$ cat config.mk
export PLATFORM = sky130hd
export DESIGN_NAME = game_ctrl_flat
export DESIGN_NICKNAME = d
export VERILOG_FILES = /design/src/rtl/breakout_pkg.sv /design/src/rtl/game_ctrl_if.sv /design/src/rtl/bcd_score_counter.sv /design/src/rtl/game_ctrl.sv /design/src/flat_wrapper.sv
export SDC_FILE = /design/constraint.sdc
export NUM_CORES = 1
export LEC_CHECK = 0
export CORE_ASPECT_RATIO = 1.25
export CORE_UTILIZATION = 25
export DETAILED_ROUTE_END_ITERATION = 12
export PLACE_DENSITY = 0.48
export SYNTH_ARGS = -nofsm -noshare
export SYNTH_HDL_FRONTEND = slang
export SYNTH_SLANG_ARGS = --single-unit
$ cat constraint.sdc
create_clock -name frame_clk -period 10.5 [get_ports frame_clk]
set_input_delay 1.575 -clock frame_clk [delete_from_list [all_inputs] [get_ports frame_clk]]
set_output_delay 1.575 -clock frame_clk [all_outputs]
set_load 0.01 [all_outputs]
$ cat src/rtl/breakout_pkg.sv
// Shared types and constants for the Breakout frame-rate game sequencer.
package breakout_pkg;

    typedef enum logic [2:0] {
        StIdle     = 3'd0,
        StServe    = 3'd1,
        StPlay     = 3'd2,
        StMiss     = 3'd3,
        StGameOver = 3'd4,
        StWin      = 3'd5
    } game_state_e;

    localparam logic [7:0]  KEY_SPACE = 8'h2C;
    localparam logic [7:0]  KEY_P     = 8'h13;
    localparam logic [15:0] SCORE_MAX = 16'h9999;

endpackage

$ cat src/rtl/game_ctrl_if.sv
// Key/event inputs and ball-control/status outputs of the game sequencer.
// master: the sequencer side; slave: the ball datapath / display side.
interface game_ctrl_if;
    logic [7:0]  keycode;
    logic        ball_miss;
    logic        brick_hit;
    logic [6:0]  bricks_left;
    logic        ball_hold;
    logic        ball_run;
    logic [1:0]  lives;
    logic [15:0] score_bcd;
    logic [2:0]  game_state;
    logic        game_over;
    logic        win;

    modport master (
        input  keycode, ball_miss, brick_hit, bricks_left,
        output ball_hold, ball_run, lives, score_bcd, game_state, game_over, win
    );

    modport slave (
        output keycode, ball_miss, brick_hit, bricks_left,
        input  ball_hold, ball_run, lives, score_bcd, game_state, game_over, win
    );
endinterface

$ cat src/rtl/bcd_score_counter.sv
// Four-digit BCD accumulator with synchronous clear; saturates at 9999 instead of wrapping.
module bcd_score_counter
    import breakout_pkg::*;
(
    input  logic        clk,
    input  logic        rst,
    input  logic        clear,
    input  logic        add_en,
    input  logic [3:0]  addend,
    output logic [15:0] score
);

    logic [15:0] score_q;
    logic [15:0] sum;
    logic [4:0]  dig;
    logic        carry;

    // Ripple the addend through the digits; a carry out of the thousands means overflow.
    always_comb begin
        sum   = '0;
        dig   = '0;
        carry = 1'b0;
        for (int i = 0; i < 4; i++) begin
            dig = {1'b0, score_q[4*i +: 4]} + {4'b0, carry} + ((i == 0) ? {1'b0, addend} : 5'd0);
            if (dig > 5'd9) begin
                sum[4*i +: 4] = 4'(dig - 5'd10);
                carry         = 1'b1;
            end else begin
                sum[4*i +: 4] = dig[3:0];
                carry         = 1'b0;
            end
        end
    end

    always_ff @(posedge clk or posedge rst) begin
        if (rst) begin
            score_q <= '0;
        end else if (clear) begin
            score_q <= '0;
        end else if (add_en) begin
            score_q <= carry ? SCORE_MAX : sum;
        end
    end

    assign score = score_q;

endmodule

$ cat src/rtl/game_ctrl.sv
// Breakout game sequencer: attract, serve, play, miss and end-of-game phases.
// Optional BREAKOUT_PAUSE_EN adds a P-key pause toggle while in play.
module game_ctrl
    import breakout_pkg::*;
#(
    parameter int unsigned LIVES_INIT   = 3,
    parameter int unsigned SERVE_FRAMES = 120,
    parameter int unsigned MISS_FRAMES  = 60,
    parameter int unsigned BRICK_POINTS = 1
) (
    input  logic frame_clk,
    input  logic Reset,
    game_ctrl_if.master bus
);

    game_state_e state_q, state_d;
    logic [7:0]  timer_q, timer_d;
    logic [7:0]  key_prev_q;
    logic [1:0]  lives_q, lives_d;
    logic        space_edge;
    logic        score_clear;
    logic        score_add;
    logic        paused;

    assign space_edge = (bus.keycode == KEY_SPACE) && (key_prev_q != KEY_SPACE);

`ifdef BREAKOUT_PAUSE_EN
    logic paused_q, paused_d;
    logic p_edge;

    assign p_edge = (bus.keycode == KEY_P) && (key_prev_q != KEY_P);
    assign paused = paused_q;

    always_comb begin
        paused_d = paused_q;
        if (state_q == StPlay && p_edge) begin
            paused_d = !paused_q;
        end
        if (state_d != StPlay) begin
            paused_d = 1'b0;
        end
    end

    always_ff @(posedge frame_clk or posedge Reset) begin
        if (Reset) begin
            paused_q <= 1'b0;
        end else begin
            paused_q <= paused_d;
        end
    end
`else
    assign paused = 1'b0;
`endif

    always_comb begin
        state_d     = state_q;
        timer_d     = timer_q;
        lives_d     = lives_q;
        score_clear = 1'b0;
        score_add   = 1'b0;
        case (state_q)
            StIdle: begin
                if (space_edge) begin
                    state_d     = StServe;
                    lives_d     = 2'(LIVES_INIT);
                    score_clear = 1'b1;
                    timer_d     = 8'(SERVE_FRAMES);
                end
            end
            StServe: begin
                if (timer_q != 8'd0) timer_d = timer_q - 8'd1;
                if (space_edge || timer_q == 8'd1) state_d = StPlay;
            end
            StPlay: begin
                // Clearing the field wins even if the last ball is lost in the same frame.
                if (!paused) begin
                    score_add = bus.brick_hit;
                    if (bus.bricks_left == 7'd0) begin
                        state_d = StWin;
                    end else if (bus.ball_miss) begin
                        state_d = StMiss;
                        lives_d = lives_q - 2'd1;
                        timer_d = 8'(MISS_FRAMES);
                    end
                end
            end
            StMiss: begin
                if (timer_q != 8'd0) timer_d = timer_q - 8'd1;
                if (timer_q == 8'd1) begin
                    if (lives_q == 2'd0) begin
                        state_d = StGameOver;
                    end else begin
                        state_d = StServe;
                        timer_d = 8'(SERVE_FRAMES);
                    end
                end
            end
            StGameOver, StWin: begin
                if (space_edge) state_d = StIdle;
            end
            default: state_d = StIdle;
        endcase
    end

    always_ff @(posedge frame_clk or posedge Reset) begin
        if (Reset) begin
            state_q    <= StIdle;
            timer_q    <= '0;
            lives_q    <= '0;
            key_prev_q <= '0;
        end else begin
            state_q    <= state_d;
            timer_q    <= timer_d;
            lives_q    <= lives_d;
            key_prev_q <= bus.keycode;
        end
    end

    bcd_score_counter u_score (
        .clk    (frame_clk),
        .rst    (Reset),
        .clear  (score_clear),
        .add_en (score_add),
        .addend (4'(BRICK_POINTS)),
        .score  (bus.score_bcd)
    );

    // MISS freezes the ball where it is; every other non-play state parks it at serve.
    assign bus.ball_hold  = (state_q != StPlay) && (state_q != StMiss);
    assign bus.ball_run   = (state_q == StPlay) && !paused;
    assign bus.lives      = lives_q;
    assign bus.game_state = state_q;
    assign bus.game_over  = (state_q == StGameOver);
    assign bus.win        = (state_q == StWin);

endmodule

$ cat src/flat_wrapper.sv
// flat-port wrapper written by rule: the top's interface ports become plain ports
module game_ctrl_flat import breakout_pkg::*;
#(
    parameter int unsigned LIVES_INIT   = 3,
    parameter int unsigned SERVE_FRAMES = 120,
    parameter int unsigned MISS_FRAMES  = 60,
    parameter int unsigned BRICK_POINTS = 1
)
  (frame_clk, Reset, bus_keycode, bus_ball_miss, bus_brick_hit, bus_bricks_left, bus_ball_hold, bus_ball_run, bus_lives, bus_score_bcd, bus_game_state, bus_game_over, bus_win);
  game_ctrl_if bus_i ();
  input  logic frame_clk;
  input  logic Reset;
  input wire logic [$bits(bus_i.keycode)-1:0] bus_keycode;
  input wire logic [$bits(bus_i.ball_miss)-1:0] bus_ball_miss;
  input wire logic [$bits(bus_i.brick_hit)-1:0] bus_brick_hit;
  input wire logic [$bits(bus_i.bricks_left)-1:0] bus_bricks_left;
  output wire logic [$bits(bus_i.ball_hold)-1:0] bus_ball_hold;
  output wire logic [$bits(bus_i.ball_run)-1:0] bus_ball_run;
  output wire logic [$bits(bus_i.lives)-1:0] bus_lives;
  output wire logic [$bits(bus_i.score_bcd)-1:0] bus_score_bcd;
  output wire logic [$bits(bus_i.game_state)-1:0] bus_game_state;
  output wire logic [$bits(bus_i.game_over)-1:0] bus_game_over;
  output wire logic [$bits(bus_i.win)-1:0] bus_win;
  assign bus_i.keycode = bus_keycode;
  assign bus_i.ball_miss = bus_ball_miss;
  assign bus_i.brick_hit = bus_brick_hit;
  assign bus_i.bricks_left = bus_bricks_left;
  assign bus_ball_hold = bus_i.ball_hold;
  assign bus_ball_run = bus_i.ball_run;
  assign bus_lives = bus_i.lives;
  assign bus_score_bcd = bus_i.score_bcd;
  assign bus_game_state = bus_i.game_state;
  assign bus_game_over = bus_i.game_over;
  assign bus_win = bus_i.win;
  game_ctrl #(.LIVES_INIT(LIVES_INIT), .SERVE_FRAMES(SERVE_FRAMES), .MISS_FRAMES(MISS_FRAMES), .BRICK_POINTS(BRICK_POINTS)) u_core (.frame_clk(frame_clk), .Reset(Reset), .bus(bus_i));
endmodule
* Word level (Yosys, flattened, before mapping)
Cells that the tools add are included.
Storage, ports and cells: bits in registers 37, word-level logic and storage cells 83, output and inout bits 25, input bits 19
Operators by class: magnitude comparators 4, multiplexer cells 33, eq/ne operators 17, add/sub/neg operators 10, reduce and logical (&&, ||, !) cells 14
Operators by type and width (number):
- two-way mux 16 bit | 3
- two-way mux 8 bit | 6
- one-hot mux 8 bit (4 select lines) | 1
- two-way mux 3 bit | 7
- > comparator 5 x 4 -> 1 bit, second input constant | 4
- two-way mux 4 bit | 4
- subtractor 4 bit, second input constant | 4
- adder 4 x 1 -> 5 bit | 3
- one-hot mux 3 bit (5 select lines) | 1
- inequality test 3 x 2 -> 1 bit, second input constant | 3
- equality test 8 x 1 -> 1 bit, second input constant | 1
- equality test 8 x 6 -> 1 bit, second input constant | 1
- inequality test 2 x 1 -> 1 bit, second input constant | 4
- inequality test 8 x 6 -> 1 bit, second input constant | 1
- AND reduction 4 bit | 2
- nonzero test 8 bit | 1
- subtractor 8 x 1 -> 8 bit, second input constant | 1
- logical NOT 7 bit | 1
- two-way mux 1 bit | 7
- equality test 3 x 2 -> 1 bit, second input constant | 2
- equality test 3 bit, second input constant | 2
- two-way mux 2 bit | 3
- adder 4 x 1 -> 5 bit, second input constant | 1
- AND reduction 5 bit | 1
- other kinds (11) | 14

* Depth between registers and ports, before layout
Gate-level depths: netlist of run 1.
depth after elaboration 15, mapped depth 26, mapped depth without buffers 25

* By module
A second synthesis of run 1 with hierarchy kept.
Second synthesis, totals: cell total of the unflattened synthesis 290, area, all modules 2722.6 µm²
Modules (own cells, without submodules):
- bcd_score_counter | cells an instance 162, instances 1, sequential area each 400.4 µm², area an instance 1371.3 µm²
- game_ctrl | cells an instance 128, instances 1, sequential area each 525.5 µm², area an instance 1351.3 µm²

* Worst setup path after synthesis of run 1
Ideal clock, no wire load.
path kind flip-flop to flip-flop, from register u_core.u_score.score_q[0], in the netlist u_core.u_score.score[0], to register u_core.u_score.score_q[6], in the netlist u_core.u_score.score[6], arrival time 5.469 ns, path buffers 2, cell stages (with the launch flop) 27, data required time 10.396 ns, slack 4.927 ns, cell sequence dfrtp_1 inv_1 ha_1 inv_1 ha_1 nand2b_1 a21oi_1 a21oi_1 nor3_1 ha_1 ha_1 clkbuf_1 o21ai_0 a221oi_2 ha_1 ha_1 clkbuf_2 o21ai_0 or2_2 a21oi_1 ha_1 ha_1 or2_1 a211o_1 nand2_4 or4b_1 o311ai_1
Between the ends: word-level cells in the longest chain between the ends 15, elaborated cells on any way between the ends 17, classes of those cells add/sub: 5; order compare: 4; mux: 8
Ends and longest elaborated chain:
- start, declared | RTL line bcd_score_counter.sv:13 | logic [15:0] score_q;
- start signal, assigned | RTL line bcd_score_counter.sv:41 | score_q <= carry ? SCORE_MAX : sum;
- adder 4 x 1 -> 5 bit * | RTL line bcd_score_counter.sv:24 | dig = {1'b0, score_q[4*i +: 4]} + {4'b0, carry} + ((i == 0) ? {1'b0, addend} : 5'd0);
- > comparator 5 x 4 -> 1 bit * | RTL line bcd_score_counter.sv:25 | if (dig > 5'd9) begin
- two-way mux 1 bit * | RTL line bcd_score_counter.sv:25
- adder 4 x 1 -> 5 bit * | RTL line bcd_score_counter.sv:24
- > comparator 5 x 4 -> 1 bit | RTL line bcd_score_counter.sv:25
- two-way mux 1 bit | RTL line bcd_score_counter.sv:25
- adder 4 x 1 -> 5 bit | RTL line bcd_score_counter.sv:24
- > comparator 5 x 4 -> 1 bit | RTL line bcd_score_counter.sv:25
- two-way mux 1 bit | RTL line bcd_score_counter.sv:25
- adder 4 x 1 -> 5 bit | RTL line bcd_score_counter.sv:24
- > comparator 5 x 4 -> 1 bit | RTL line bcd_score_counter.sv:25
- two-way mux 1 bit | RTL line bcd_score_counter.sv:25
- two-way mux 16 bit * | RTL line bcd_score_counter.sv:41
- two-way mux 16 bit * | RTL line bcd_score_counter.sv:40 | end else if (add_en) begin
- two-way mux 16 bit * | RTL line bcd_score_counter.sv:38 | end else if (clear) begin
Every way passes the cells marked *; elsewhere a longest branch is shown, timed or not. The select of a mux whose other input is x is not followed. A chain may end at the register's enable or synchronous reset.

* Worst setup path in the final report of run 1
Ends and elaborated chain as after synthesis.

==> results.sh, run 1 <==
export IMPL_status="complete, no violations"
export IMPL_fillers=1055
export IMPL_drt_wl_total_mm=6.78
export IMPL_drv_slew=0
export IMPL_dieArea_um2=10700
export IMPL_cpMostUsedCell="ha_1"
export IMPL_cts_buffer_depth=2
export IMPL_grt_usage_pct=13.6
export IMPL_powerDensity_nw_per_um2=185
export IMPL_clk_latency_ns=0.28
export IMPL_grt_max_degree=38
export IMPL_antenna_found_initial=0
export IMPL_comb_power_share_pct=36.9
export IMPL_clkPwrFrac_pct=28.7
export IMPL_reg2reg_from="u_core.u_score.score[0]$_DFFE_PP0P_"
export IMPL_synthesis_nets=314
export IMPL_worstSetupStartpoint="u_core.u_score.score[0]$_DFFE_PP0P_"
export IMPL_r2r_end="u_core.u_score.score[6]$_DFFE_PP0P_"
export IMPL_drive_gt1_share_pct=8.70
export IMPL_drc=0
export IMPL_start_util_pct=26.1
export IMPL_yosys_warnings=0
export IMPL_ys_async_sr_fraction_pct=100
export IMPL_cts_htree_levels=2
export IMPL_cellLeakagePower_nw=1.28
export IMPL_root_buffer="clkbuf_16"
export IMPL_tns_ns=0
export IMPL_vias=2339
export IMPL_crit_fanout=10
export IMPL_synth_cell_types=66
export IMPL_vdd_ir_drop_max_mv=0.0659
export IMPL_crit_buf_inv=3
export IMPL_cp_depth=25
export IMPL_netSwitchingPower_mw=0.227
export IMPL_cpMaxStageDelayCell="dfrtp_1"
export IMPL_ys_seq_area_share_pct=36.1
export IMPL_clock_skew_ns=0.00728
export IMPL_cap_violations=0
export IMPL_crit_path_end_kind="flip-flop"
export IMPL_finalCriticalPeriod_ns=6.28
export IMPL_antenna_cells=0
export IMPL_syn_area_um2=2560
export IMPL_fin_crit_sh_pct=59.8
export IMPL_worstRegToRegCells=25
export IMPL_cp_arrival_ns=6.46
export IMPL_syn2layout_area_growth_pct=27.9
export IMPL_core_um2=9810
export IMPL_dr_pass1_iters=4
export IMPL_path_delay_family="adder cells"
export IMPL_avgSynthCellArea_um2=9.16
export IMPL_boundaryPins=44
export IMPL_finalNetCount=355
export IMPL_p_total_mw=0.606
export IMPL_routedWlPerCell_um=15.1
export IMPL_synth_most_common_cell="dfrtp_1"
export IMPL_internal_power_mw=0.379
export IMPL_post_cts_buffers=0
export IMPL_drt_iter0_drc=66
export IMPL_ant_nets=0
export IMPL_cts_made_buffers=5
export IMPL_synthCells=280
export IMPL_fmax_ghz=0.159
export IMPL_p_seq_share_pct=34.4
export IMPL_viasPerCell=5.22
export IMPL_grt_overflow_total=0
export IMPL_synth_top_area_share_pct=36.1
export IMPL_grt_pass1_wl_mm=11.5
export IMPL_die_y_um=115
export IMPL_grt_pass1_vias=2307
export IMPL_tightest_slew_ns=0.597
export IMPL_seq_area_um2=926
export IMPL_holdWs_ns=0.523
export IMPL_rows=40
export IMPL_synth_main_ff_cell="dfrtp_1"
export IMPL_slew_headroom_pct=60.0
export IMPL_r2r_slack_ns=4.22
export IMPL_yosys_area_top_type="dfrtp_1"
export IMPL_finalHoldViolations=0
export IMPL_path_clk_slew_ns=0.06
export IMPL_synth_edff_count=0
export IMPL_gp_congestion=0.835
export IMPL_hpwl_mm=4.99
export IMPL_cts_tree="built"
export IMPL_rsz0062_at_grt="false"
export IMPL_holdBufCountCts=0
export IMPL_multi_input_comb_area_um2=1530
export IMPL_die_w_um=92.6
export IMPL_numPortBuffers=43
export IMPL_cp_slowest_stage_delay_ns=0.50
export IMPL_synth_seq_cells=37
export IMPL_endpoint="u_core.u_score.score[6]$_DFFE_PP0P_"
export IMPL_cts_resized=0
export IMPL_swShare_pct=37.5
export IMPL_critPathKind="flip-flop to flip-flop"
export IMPL_synthTopCellsByCount="37 x dfrtp_1, 24 x a21oi_1, 22 x nor2_1, 21 x nand2_1, 15 x ha_1"
export IMPL_cts_num_sinks=37
export IMPL_crit_required_ns=10.68
export IMPL_ys_top_cells_by_area="dfrtp_1 36%, ha_1 7.3%, a21oi_1 4.7%, nor2_1 3.2%, nand2_1 3.1%"
export IMPL_start_kind="flip-flop"
export IMPL_holdCritPathClass="flip-flop to flip-flop"
export IMPL_finalSetupViolCount=0
power by group through the flow:
stage | logic, mW | registers [mW] | clock network (mW)
final | 0.223 | 0.209 | 0.174
after global routing | 0.251 | 0.214 | 0.186
after CTS | 0.225 | 0.208 | 0.180
after detailed placement | 0.224 | 0.211 | 0
after global placement | 0.224 | 0.210 | 0
after floorplan | 0.163 | 0.198 | 0
how the worst min path moves through the flow:
stage | from | end | depth (start not counted)
floorplan | u_core.timer_q[1]$_DFFE_PP0P_ | u_core.timer_q[3]$_DFFE_PP0P_ | 2
global placement | u_core.u_score.score[12]$_DFFE_PP0P_ | u_core.u_score.score[12]$_DFFE_PP0P_ | 2
detailed placement | u_core.u_score.score[4]$_DFFE_PP0P_ | u_core.u_score.score[4]$_DFFE_PP0P_ | 2
CTS | u_core.u_score.score[12]$_DFFE_PP0P_ | u_core.u_score.score[12]$_DFFE_PP0P_ | 2
global route | u_core.u_score.score[12]$_DFFE_PP0P_ | u_core.u_score.score[12]$_DFFE_PP0P_ | 2
finish | u_core.u_score.score[4]$_DFFE_PP0P_ | u_core.u_score.score[4]$_DFFE_PP0P_ | 2
registers in the layout (all words and copies together), names as in the netlist:
signal                 cells
u_core.bus.game_state      3
u_core.bus.lives           2
u_core.key_prev_q          8
u_core.timer_q             8
u_core.u_score.score      16
through the flow:
stage / worst slack (ns) / instances / util [%] / cell area (µm²)
after floorplan: 4.93 / 280 / - / 2560
after CTS: 4.23 / 448 / 33.4 / 3280
after global placement: 4.49 / 440 / 31.7 / 3110
final: 4.22 / 448 / 33.4 / 3280
after global routing: 3.74 / 448 / 33.4 / 3280
after detailed placement: 4.26 / 440 / 31.7 / 3110
area by class of cell:
type,count,share of cell area [%]
repair buffers,44,13.4
clock inverters,3,1.41
well taps,126,4.81
flip-flops and latches,37,28.2
inverters,15,1.72
multi-input cells,218,46.7
clock buffers,5,3.82
worst register-to-register path, stage by stage, from the launching register on:
cell and delay, ns:
dfrtp_1 0.50, inv_1 0.09, ha_1 0.36, inv_1 0.11, ha_1 0.15, nand2b_1 0.05
a21oi_1 0.25, a21oi_1 0.09, nor3_1 0.31, ha_1 0.24, ha_1 0.21, inv_1 0.12
a21o_1 0.23, a221oi_2 0.39, ha_1 0.29, ha_1 0.34, o21ai_0 0.12, or2_2 0.28
a21oi_1 0.25, ha_1 0.25, ha_1 0.27, or2_1 0.25, a211o_1 0.36, nand2_4 0.14
or4b_1 0.45, o311ai_1 0.09
metal layers:
metal / GRT usage, % / share of wire [%] / vias to the layer above
met5: 0 / 0 / -
met4: 4.17 / 1.3 / 0
met3: 2.78 / 4.1 / 10
met2: 24.1 / 50 / 56
met1: 16.6 / 44 / 1142
li1: - / - / 1131
cells in the final DEF, fill, tap and decap left out, drive strengths merged, types with 3 or more instances in the layout:
master	instances
nor3b	4
or3	4
a22o	4
o21ai	20
a21oi	27
clkbuf	5
dfrtp	37
nor4b	3
clkdlybuf4s50	43
or2	3
a31oi	6
o211ai	4
xnor2	8
inv	14
nand2	22
nor3	8
ha	15
nand3b	6
nand2b	9
o31ai	3
nand3	5
nor2	22
logic make-up after synthesis:
kind of cell / Yosys count / share of synthesized area, %
flops: 37 / 36.1
simple gates: 99 / 22.8
compound gates: 93 / 25.5
buf+inv: 25 / 4.20
xor+xnor: 8 / 2.73
fa+ha+maj: 15 / 7.32
mux: 3 / 1.27
Note: power is estimated with default switching activity, not from simulation.
==> run 2, diff against run 1 <==
PLACE_DENSITY = 0.49   (was 0.48)
clock period = 5.1 ns   (was 10.5 ns; I/O delays follow)
==> run 2 against run 1 <==
Against the previous run:
- power up 130%
- hold slack got worse by 0.014 ns
- highest routed layer unchanged
- routed wire length rose by 6.0%
- critical endpoint unchanged
- cell area grew 11%
- sequential share of layout area decreased by 2.7 points
- fmax is 26% higher
- clock-buffer cell count increased by 2
- combinational power grew to 2.9 times the previous value
==> results.sh, run 2 (synthesis results as in run 1) <==
export IMPL_holdCritPathClass="flip-flop to flip-flop"
export IMPL_slew_headroom_pct=64.6
export IMPL_rsz0062_at_grt="true"
export IMPL_cellLeakagePower_nw=1.40
export IMPL_finalHoldViolations=0
export IMPL_dr_wl_met3_um=193
export IMPL_drv_slew=0
export IMPL_final_cell_mix="43 x clkdlybuf4s50_1, 35 x dfrtp_1, 24 x buf_4, 22 x nor2_1"
export IMPL_clock_skew_ns=0.00680
export IMPL_boundaryPins=44
export IMPL_hpwl_mm=5.11
export IMPL_grt_pass1_wl_mm=11.7
export IMPL_cts_num_sinks=37
export IMPL_routedWlPerCell_um=15.3
export IMPL_dpl_worst_slack_ns=0.0652
export IMPL_grt_usage_pct=13.7
export IMPL_clk_latency_ns=0.28
export IMPL_netSwitchingPower_mw=0.529
export IMPL_swShare_pct=37.6
export IMPL_dpl_instance_area_um2=3250
export IMPL_finalCriticalPeriod_ns=4.99
export IMPL_critPathKind="flip-flop to flip-flop"
export IMPL_path_cells="ha_4 -> xnor2_4 -> ha_4 -> nand2b_4 -> a21oi_4 -> a21oi_2 -> nor3_2 -> ha_2 -> ha_4 -> inv_4 -> a21o_1 -> a221oi_2 -> ha_2 -> ha_4 -> nand2b_4 -> a31oi_4 -> a21oi_4 -> ha_4 -> ha_4 -> or2_1 -> a211o_1 -> nand2_4 -> or4b_4 -> o311ai_2"
export IMPL_start_util_pct=26.1
export IMPL_layout_cells_non_filler=471
export IMPL_fin_crit_sh_pct=97.8
export IMPL_gp_congestion=0.840
export IMPL_status="complete, no violations"
export IMPL_cts_htree_levels=2
export IMPL_grt_pass1_vias=2371
export IMPL_clkPwrFrac_pct=23.0
export IMPL_tightest_slew_ns=0.527
export IMPL_final_area_um2=3640
export IMPL_wl_met1_mm=3.26
export IMPL_cts_made_buffers=5
export IMPL_drive_gt1_share_pct=22.6
export IMPL_cp_arrival_ns=5.17
export IMPL_path_clk_slew_ns=0.06
export IMPL_crit_fanout=4
export IMPL_finalSetupViolCount=0
export IMPL_root_buffer="clkbuf_16"
export IMPL_crit_required_ns=5.28
export IMPL_syn2layout_area_growth_pct=42.0
export IMPL_ant_nets=0
export IMPL_largest_reg_flops=16
export IMPL_internal_power_mw=0.876
export IMPL_cpMaxStageDelayCell="or4b_4"
export IMPL_cts_tree="built"
export IMPL_cpMostUsedCell="ha_4"
export IMPL_numPortBuffers=43
export IMPL_cts_buffer_depth=2
export IMPL_cap_violations=0
export IMPL_grt_overflow_total=0
export IMPL_rows=40
export IMPL_crit_path_end_kind="flip-flop"
export IMPL_vdd_ir_drop_max_mv=0.183
export IMPL_setup_slack_ns=0.114
export IMPL_worstHoldPathCells=2
export IMPL_placed_cells=448
export IMPL_fmax_ghz=0.201
export IMPL_antenna_found_initial=0
export IMPL_drc=0
export IMPL_top_layer="met4"
export IMPL_start_kind="flip-flop"
export IMPL_powerDensity_nw_per_um2=386
export IMPL_viasPerCell=5.16
export IMPL_die_w_um=92.6
export IMPL_routed_wl_met2_mm=3.68
export IMPL_drt_iter0_drc=82
export IMPL_drt_wl_total_mm=7.19
export IMPL_comb_power_share_pct=46.4
export IMPL_final_common_cell="clkdlybuf4s50_1"
export IMPL_holdBufCountCts=0
export IMPL_finalNetCount=378
export IMPL_dieArea_um2=10700
export IMPL_dr_pass1_iters=4
export IMPL_p_seq_share_pct=30.6
export IMPL_die_y_um=115
export IMPL_cp_slowest_stage_delay_ns=0.45
export IMPL_antenna_cells=0
export IMPL_core_um2=9810
export IMPL_vias=2429
export IMPL_grt_max_degree=38
export IMPL_worstRegToRegCells=24
run 2: cell types whose count changed in the layout (fill, tap and decap cells not counted), moves of 3 or more:
| cell | change |
|---|---|
| ha_1 | -9 |
| a21oi_1 | -3 |
| buf_4 | +23 |
| inv_1 | -4 |
| ha_4 | +7 |
run 2: critical path: cells and delay by family, from the launching register on:
family	cells	cell delay, ns
buf+inv	1	0.04
flops	1	0.44
fa+ha+maj	8	1.63
compound gates	8	1.41
simple gates	6	1.17
xor+xnor	1	0.19
run 2: power by group through the flow:
stage               sequential, mW  combinational (mW)  clock, mW
finish                       0.429               0.651      0.324
global route                 0.440               0.714      0.352
CTS                          0.423               0.521      0.336
detailed placement           0.427               0.517          0
global placement             0.426               0.518          0
floorplan                    0.410               0.365          0
run 2: repair_timing:
item | in CTS | in global routing
buffers inserted | 0 | 15
endpoints found under the setup margin | 0 | 10
gates resized for setup | 0 | 20
run 2: final timing paths:
| kind | to | slack (ns) | from |
|---|---|---|---|
| max in group asynchronous | u_core.u_score.score[1]$_DFFE_PP0P_ | 3.81 | Reset |
| min in group asynchronous | u_core.u_score.score[7]$_DFFE_PP0P_ | 0.91 | Reset |
| worst max-delay path | u_core.u_score.score[6]$_DFFE_PP0P_ | 0.11 | u_core.u_score.score[0]$_DFFE_PP0P_ |
| worst max register to register | u_core.u_score.score[6]$_DFFE_PP0P_ | 0.11 | u_core.u_score.score[0]$_DFFE_PP0P_ |
| worst min register to register | u_core.u_score.score[4]$_DFFE_PP0P_ | 0.51 | u_core.u_score.score[4]$_DFFE_PP0P_ |
| worst min-delay path | u_core.u_score.score[4]$_DFFE_PP0P_ | 0.51 | u_core.u_score.score[4]$_DFFE_PP0P_ |
run 2: cell type report:
class	instances	area (µm²)
inverter	15	61.3
fill	1014	6170
multi-input combinational	218	1720
clock inverter	1	5.00
clock buffer	7	153
tap	126	158
timing repair buffer	67	611
sequential	37	928
run 2: routing by layer:
| metal | up-vias | GRT usage, % |
|---|---|---|
| li1 | 1180 | - |
| met1 | 1188 | 17.1 |
| met2 | 55 | 24.2 |
| met3 | 6 | 2.12 |
| met4 | 0 | 3.85 |
| met5 | - | 0 |
run 2: metrics by stage:
step	hold WS (ns)	utilization [%]	TNS [ns]	total power, mW
after floorplan	0.494	-	0	0.776
after CTS	0.519	34.7	0	1.28
after global placement	0.504	33.1	0	0.944
after global routing	0.553	37.1	-0.231	1.51
final	0.508	37.1	0	1.40
after detailed placement	0.505	33.1	0	0.944
==> run 3, diff against run 2 <==
CORE_ASPECT_RATIO = 1.1   (was 1.25)
==> run 3 against run 2 <==
Against the previous run:
- utilization decreased by 1.9 points
- non-clock buffer count shrank 6
- sequential share of layout area up 1.0 points
- power fell by 12%
- worst setup slack got worse by 0.025 ns
==> results.sh, run 3 (synthesis results as in run 1) <==
export IMPL_grt_max_degree=38
export IMPL_finalSetupViolCount=0
export IMPL_die_y_um=108
export IMPL_antenna_cells=0
export IMPL_clk_latency_ns=0.30
export IMPL_gp_congestion=0.844
export IMPL_core_um2=9940
export IMPL_die_w_um=98.6
export IMPL_dr_pass1_iters=4
export IMPL_routedWlPerCell_um=14.5
export IMPL_dieArea_um2=10700
export IMPL_fin_crit_sh_pct=98.3
export IMPL_status="complete, no violations"
export IMPL_numPortBuffers=43
export IMPL_drc=0
export IMPL_holdCritPathClass="flip-flop to flip-flop"
export IMPL_cts_tree="built"
export IMPL_finalNetCount=372
export IMPL_powerDensity_nw_per_um2=353
export IMPL_drv_slew=0
export IMPL_hpwl_mm=4.72
export IMPL_grt_pass1_wl_mm=11.0
export IMPL_final_area_um2=3500
export IMPL_antenna_found_initial=0
export IMPL_drt_wl_total_mm=6.68
export IMPL_cts_buffer_depth=2
export IMPL_tns_ns=0
export IMPL_slew_headroom_pct=65.1
export IMPL_ant_nets=0
export IMPL_post_route_util_pct=35.2
export IMPL_setup_slack_ns=0.0891
export IMPL_boundaryPins=44
export IMPL_root_buffer="clkbuf_8"
export IMPL_cap_violations=0
export IMPL_grt_overflow_total=0
export IMPL_layout_cells_non_filler=459
export IMPL_critPathKind="flip-flop to flip-flop"
export IMPL_placed_cells=441
export IMPL_start_kind="flip-flop"
export IMPL_drt_iter0_drc=71
export IMPL_syn2layout_area_growth_pct=36.5
export IMPL_drive_gt1_share_pct=20.1
export IMPL_rows=38
export IMPL_fillers=1013
export IMPL_start_util_pct=25.8
export IMPL_viasPerCell=5.08
export IMPL_cellLeakagePower_nw=1.34
export IMPL_crit_path_end_kind="flip-flop"
export IMPL_vias=2332
export IMPL_seq_area_um2=928
export IMPL_p_total_mw=1.24
export IMPL_cts_num_sinks=37
export IMPL_crit_required_ns=5.30
export IMPL_finalHoldViolations=0
export IMPL_holdWs_ns=0.521
export IMPL_dpl_worst_slack_ns=0.0377
export IMPL_grt_pass1_vias=2279
export IMPL_clock_skew_ns=0.0185
export IMPL_multi_input_comb_area_um2=1690
export IMPL_final_common_cell="clkdlybuf4s50_1"
export IMPL_crit_fanout=7
export IMPL_final_cell_mix="43 x clkdlybuf4s50_1, 35 x dfrtp_1, 21 x nand2_1, 21 x a21oi_1, 21 x nor2_1"
export IMPL_path_clk_slew_ns=0.09
export IMPL_rsz0062_at_grt="true"
export IMPL_cp_arrival_ns=5.21
export IMPL_finalCriticalPeriod_ns=5.01
export IMPL_largest_reg_flops=16
export IMPL_dpl_instance_area_um2=3230
export IMPL_vdd_ir_drop_max_mv=0.131
export IMPL_cts_made_buffers=5
export IMPL_tightest_slew_ns=0.520
export IMPL_cts_htree_levels=2
export IMPL_grt_usage_pct=13.0
export IMPL_fmax_ghz=0.200
-- run 3: cell types whose count changed in the layout (fill, tap and decap cells not counted), sizes merged --
cell / change
buf: -6
bufinv: +1
clkbuf: -1
-- run 3: layout make-up --
type / count / area share (%)
Clock buffer: 6 / 2.07
Clock inverter: 2 / 1.00
Inverter: 15 / 1.75
Timing Repair Buffer: 61 / 16.2
Multi-Input combinational cell: 218 / 48.2
Tap cell: 120 / 4.29
Sequential cell: 37 / 26.5
-- run 3: final timing paths --
| kind | slack [ns] | to | cells after the start | from |
|---|---|---|---|---|
| setup / recovery | 0.09 | u_core.u_score.score[6]$_DFFE_PP0P_ | 25 | u_core.u_score.score[1]$_DFFE_PP0P_ |
| hold / removal | 0.52 | u_core.u_score.score[8]$_DFFE_PP0P_ | 2 | u_core.u_score.score[8]$_DFFE_PP0P_ |
| setup reg to reg | 0.09 | u_core.u_score.score[6]$_DFFE_PP0P_ | 25 | u_core.u_score.score[1]$_DFFE_PP0P_ |
| hold reg to reg | 0.52 | u_core.u_score.score[8]$_DFFE_PP0P_ | 2 | u_core.u_score.score[8]$_DFFE_PP0P_ |
| max in group asynchronous | 3.83 | u_core.u_score.score[0]$_DFFE_PP0P_ | 3 | Reset |
| min in group asynchronous | 0.89 | u_core.u_score.score[7]$_DFFE_PP0P_ | 3 | Reset |
-- run 3: worst max-delay path, cell delays in order (launching register included) --
cell	delay, ns
dfrtp_2	0.46
inv_2	0.06
ha_4	0.30
inv_4	0.04
ha_1	0.18
nand2b_1	0.09
a21oi_2	0.08
a21oi_2	0.14
nor3_2	0.07
ha_2	0.21
ha_4	0.30
inv_4	0.05
a21o_1	0.19
a221oi_2	0.32
ha_2	0.26
ha_4	0.14
o21ai_1	0.05
or2_4	0.27
a21oi_4	0.16
ha_4	0.16
ha_4	0.19
or2_1	0.22
a211o_1	0.34
nand2_4	0.07
or4b_4	0.47
o311ai_4	0.08
-- run 3: metal layers --
metal | vias up | track usage (%) | wire (µm)
met1 | 1096 | 15.9 | 2960
met3 | 8 | 3.43 | 333
li1 | 1166 | - | -
met4 | 0 | 4.58 | 72
met2 | 62 | 21.9 | 3310
met5 | - | 0 | 0
-- run 3: power breakdown --
group | internal, mW | switching [mW] | leakage, nW
sequential | 0.342 | 0.0863 | 0.456
clock | 0.145 | 0.106 | 0.0552
combinational | 0.273 | 0.283 | 0.825
total | 0.760 | 0.476 | 1.34
-- run 3: repair_timing --
action | 4_1_cts | 5_1_grt
gates resized for setup | 0 | 15
hold buffers | 0 | 0
hold endpoints to repair | 0 | 0
endpoints found under the setup margin | 0 | 15
buffers inserted | 0 | 10
